File: config.mk
export PLATFORM = sky130hd
export DESIGN_NAME = byte_to_word_packer
export DESIGN_NICKNAME = d
export VERILOG_FILES = /design/src/rtl/byte_to_word_packer.sv
export SDC_FILE = /design/constraint.sdc
export NUM_CORES = 1
export LEC_CHECK = 0
export BUFFER_PORTS_ARGS = -buffer_cell sky130_fd_sc_hd__buf_2
export CORE_MARGIN = 10
export CORE_UTILIZATION = 50
export DETAILED_ROUTE_END_ITERATION = 6
export PLACE_DENSITY = 0.75
export SLEW_MARGIN = 10
export SYNTH_ARGS = -nofsm -noshare
export SYNTH_HDL_FRONTEND = slang
export SYNTH_SLANG_ARGS = --single-unit
export TNS_END_PERCENT = 5
File: constraint.sdc
create_clock -name clk -period 1.8 [get_ports clk]
set_clock_uncertainty 0.15 [all_clocks]
set_input_delay 0.27 -clock clk [delete_from_list [all_inputs] [get_ports clk]]
set_output_delay 0.27 -clock clk [all_outputs]
set_load 0.02 [all_outputs]
File: src/rtl/byte_to_word_packer.sv
// -----------------------------------------------------------------------------
// byte_to_word_packer
//
// Feeds the 32-bit D register stage. It packs a byte stream, little-endian,
// into words of LANES bytes. in_last flushes a partial word early, and the
// unfilled upper lanes of that word read as zero. Each finished word sits in a
// one-deep output slot until the consumer takes it. When the slot drains and a
// new word completes in the same cycle, the new word replaces the old one with
// no bubble.
//
// Ports:
//   clk        rising-edge clock
//   rst_n      synchronous active-low reset
//   in_data    byte to pack
//   in_valid   in_data / in_last valid this cycle
//   in_last    this byte ends the current word (flush)
//   in_ready   packer can accept a byte this cycle (0 while in reset)
//   out_data   packed word, byte 0 in bits [BYTE_W-1:0]
//   out_bytes  number of valid bytes in out_data (1..LANES), 0 when idle
//   out_valid  out_data holds an undelivered word
//   out_ready  consumer takes the word this cycle
// -----------------------------------------------------------------------------
module byte_to_word_packer #(
  parameter int BYTE_W = 8,
  parameter int LANES  = 4
) (
  input  logic                        clk,
  input  logic                        rst_n,
  input  logic [BYTE_W-1:0]           in_data,
  input  logic                        in_valid,
  input  logic                        in_last,
  output logic                        in_ready,
  output logic [BYTE_W*LANES-1:0]     out_data,
  output logic [$clog2(LANES+1)-1:0]  out_bytes,
  output logic                        out_valid,
  input  logic                        out_ready
);

  localparam int W  = BYTE_W * LANES;
  localparam int CW = (LANES > 1) ? $clog2(LANES) : 1;
  localparam int BW = $clog2(LANES + 1);

  logic [W-1:0]  r_acc;        // assembly buffer; lanes at and above r_cnt are zero
  logic [CW-1:0] r_cnt;        // index of the next lane to fill
  logic [W-1:0]  r_out_data;
  logic [BW-1:0] r_out_bytes;
  logic          r_out_valid;

  logic          w_in_ready;
  logic          w_accept;
  logic          w_complete;
  logic [W-1:0]  w_merged;     // r_acc with the incoming byte dropped into lane r_cnt

  // in_ready depends only on reset and the output slot, never on in_valid.
  // The slot can take a new word when it is empty or is draining this cycle.
  assign w_in_ready = rst_n & (~r_out_valid | out_ready);
  assign w_accept   = in_valid & w_in_ready;
  assign w_complete = w_accept & ((r_cnt == CW'(LANES - 1)) | in_last);

  always_comb begin
    // NOTE: every combinational output gets a default before any conditional
    // update; a path that leaves it unassigned would infer a latch.
    w_merged = r_acc;
    for (int l = 0; l < LANES; l++) begin
      if (r_cnt == CW'(l)) begin
        w_merged[l*BYTE_W +: BYTE_W] = in_data;
      end
    end
  end

  // NOTE: sequential state uses non-blocking assignments so that every
  // register samples pre-edge values, whatever order the statements appear in.
  always_ff @(posedge clk) begin
    if (!rst_n) begin
      r_acc       <= '0;
      r_cnt       <= '0;
      r_out_data  <= '0;
      r_out_bytes <= '0;
      r_out_valid <= 1'b0;
    end else begin
      if (w_accept) begin
        if (w_complete) begin
          // The lanes above r_cnt are already zero in r_acc, so a flushed
          // partial word comes out zero-padded without extra masking.
          r_out_data  <= w_merged;
          r_out_bytes <= BW'(r_cnt) + BW'(1);
          r_out_valid <= 1'b1;
          r_acc       <= '0;
          r_cnt       <= '0;
        end else begin
          r_acc <= w_merged;
          r_cnt <= r_cnt + CW'(1);
        end
      end
      // A drain empties the slot unless a new word lands in it at this edge.
      // out_data keeps its last value.
      if (r_out_valid && out_ready && !w_complete) begin
        r_out_valid <= 1'b0;
        r_out_bytes <= '0;
      end
    end
  end

  assign in_ready  = w_in_ready;
  assign out_data  = r_out_data;
  assign out_bytes = r_out_bytes;
  assign out_valid = r_out_valid;

endmodule

==> results.toml <==
[outcome]
outcome = "finished with violations"
violations = "setup timing"

[critical_path]
ff2ff_path_depth = 5
r2r_end = "r_acc[18]$_SDFFE_PN0P_"
start_kind = "register"
cpPeakStageDelay_ns = 0.34
worstSetupPathType = "register to register"
cp.arrival_ns = 1.95
rr_startpoint = "r_cnt[0]$_SDFFE_PN0P_"
crit_chain = "ha_1 -> nor2_2 -> buf_4 -> and4_1 -> a22o_1"
end_kind = "register"
slowest_stage = "and4_1"
r2r_slack_ns = -0.007
worstPathMaxFanout = 6
worstPathRequired_ns = 1.95
cp_top_family = "simple AND/OR/NAND/NOR gates"
crit_buf_inv = 1

[detailed_routing]
wl_met1_mm = 3.636
totalWireLength_mm = 8.327
routed.top_layer = "met4"
drt_iter0_drc = 276
wire_per_inst_microns = 19.32
wl_met3_microns = 693
ant_nets = 0
viasPerCell = 6.162
drc = 0
drtPass1Iterations = 5
route.vias.total = 2656
met2WireLength_mm = 3.838

[synth]
yosysSeqAreaShare = 0.4659
synth_flop_cell = "dfxtp_1"
synthTopCellsByCount = "dfxtp_1 (70), a211oi_1 (33), a31oi_1 (32), mux2i_1 (32), buf_2 (18)"
yosysUniqueCellTypes = 37
synthArstFlopShare = 0
synth_most_common_cell = "dfxtp_1"
ys_top_cells_by_area = "dfxtp_1 (47%), mux2i_1 (11%), a211oi_1 (8.2%)"
synth_top_area_cell = "dfxtp_1"
yosysWarnings = 0
syn_avg_cell_area_sq_um = 10.27
ys_seq_elements = 70
syn_inst = 293
yosysTopAreaCellShare = 0.4659
synth_edf_count = 0
synth_nets = 310
synth_area_sq_mm = 0.003008

[finish]
regArea_sq_mm = 0.001401
multi_input_area_sq_mm = 0.001490
syn2layout_area_growth_pct = 22.25
nets = 369
diodes = 0
design_area_sq_mm = 0.003677
final_core_util = 0.6248
drive_above_1_share = 0.2978
fillers = 505

[timing]
slew_headroom = 0.7169
setup_ws_ns = -0.006690
hold_violations = 0
rsz0062_at_grt = "true"
post-route-period-util = 1.004
worst_pin_slew_ns = 0.4237
worst_hold_slack_ns = 0.1152
min_period_ns = 1.807
fmax_ghz = 0.5535
setup_violations = 1
slew_violations = 0
fin_tns_setup_ns = -0.006690

[floorplanning]
dieHeight_microns = 97.56
die_x_microns = 97.56
pin_count = 50
core_area_sq_mm = 0.005886
num_rows = 28
dieArea_sq_mm = 0.009518
initial_core_util = 0.5111

[power]
powerDensity_mw_per_mm2 = 871.0
ir_worst_vdd_v = 0.0004523
clockPowerShare = 0.352
swShare = 0.2701
pwr-share-comb = 0.141
netSwitchingPower_mw = 0.8652
intPower_mw = 2.338
p_leak_nw = 1.430
p_seq_frac = 0.508

[hold_path]
hold_path_depth = 2
min-delay-path-class = "input port to register"
min_to = "r_acc[2]$_SDFFE_PN0P_"
min-delay-start = "in_data[2]"

[clock_network]
cts_root_buf = "clkbuf_8"
cts_hold_buf = 0
cts_buffers = 9
cts_sinks = 70
cts_buffer_depth = 2
htreeDepth = 3
cts_tree = "yes"
insertion_delay_ns = 0.35
clk_pin_slew_ns = 0.07

[flow_run]
drv_cap = 0

[global_routing]
grt_usage = 0.1665
grt_max_degree = 38
grt_pass1_vias = 2452
grt_pass1_wl_mm = 13.03
antenna_found_initial = 0
grt_overflow_total = 0

[placed_design]
gp_congestion = 0.8946
hpwl_mm = 5.515
dpl_cell_area_sq_mm = 0.003408
pre_cts_ws_ns = -0.2566
port_buffers = 49
-- per-stage QoR --
step	total power, mW	std cells
after floorplan	1.929	293
after global placement	2.080	411
after detailed placement	2.086	411
after CTS	3.201	427
after global routing	3.309	431
final	3.203	431
-- placed cells by master (no fill, tap or decap), types with 4 or more instances in the layout --
cell / n
and2_1: 9
buf_4: 29
buf_2: 49
nand4_1: 9
a32o_1: 15
ha_1: 4
clkbuf_8: 11
dfxtp_1: 70
a31oi_1: 30
mux2i_1: 32
a21oi_1: 9
o31ai_1: 9
inv_1: 4
a211oi_1: 32
-- power by group through the flow --
stage                     clock network, mW  logic [mW]  registers [mW]
final                                  1.13       0.451            1.63
after global routing                   1.19       0.483            1.63
after CTS                              1.14       0.438            1.63
after detailed placement                  0       0.425            1.66
after global placement                    0       0.423            1.66
after floorplan                           0       0.222            1.71
-- worst register-to-register path, stage by stage, from the launching register on --
cell and delay (ns):
dfxtp_1 0.32, ha_1 0.22, nor2_2 0.32, buf_4 0.22, and4_1 0.34, a22o_1 0.19
-- kinds of logic (layout without fill, tap and decap cells) --
group	after synthesis	in the layout	share of synthesized area
buffers and inverters	39	101	0.05782
DFF	70	70	0.4659
muxes	32	32	0.1065
and+or+nand+nor	38	39	0.08319
AOI/OAI and AO/OA	110	110	0.2700
adders and majority gates	4	4	0.01664
-- routing by layer --
layer,vias up,global-route usage
met4,0,0.06264
met2,93,0.2580
met3,13,0.05050
met1,1285,0.2111
met5,-,0
li1,1265,-
-- registers in the layout, summed over array words and instances, names as in the netlist --
register	cells
out_valid	1
r_acc	32
out_data	32
out_bytes	3
r_cnt	2
-- what timing repair did --
item / 4_1_cts / 5_1_grt
cloned: 1 / 0
gates resized for setup: 8 / 3
endpoints found under the setup margin: 42 / 54
pin swaps: 1 / 2
buffers inserted: 0 / 4
-- how the worst max path moves through the flow --
stage	from	to	slack, ns	cells past startpoint
2_1_floorplan	r_cnt[0]$_SDFFE_PN0P_	r_acc[0]$_SDFFE_PN0P_	0.10	6
3_3_place_gp	r_cnt[0]$_SDFFE_PN0P_	out_data[28]$_SDFFE_PN0P_	-0.16	4
3_5_place_dp	r_cnt[0]$_SDFFE_PN0P_	out_data[10]$_SDFFE_PN0P_	-0.26	4
4_1_cts	r_cnt[0]$_SDFFE_PN0P_	r_acc[26]$_SDFFE_PN0P_	0.001	5
5_1_grt	r_cnt[0]$_SDFFE_PN0P_	r_acc[18]$_SDFFE_PN0P_	-0.08	5
6_report	r_cnt[0]$_SDFFE_PN0P_	r_acc[18]$_SDFFE_PN0P_	-0.007	5
-- cell type report --
type,instances,area share
clock buffers,14,0.04423
well taps,75,0.02552
repair buffers,81,0.1375
multi-input cells,185,0.4052
inverters,5,0.005104
clock inverters,1,0.001361
flip-flops and latches,70,0.3811
Power figures use the tool's default switching activity.
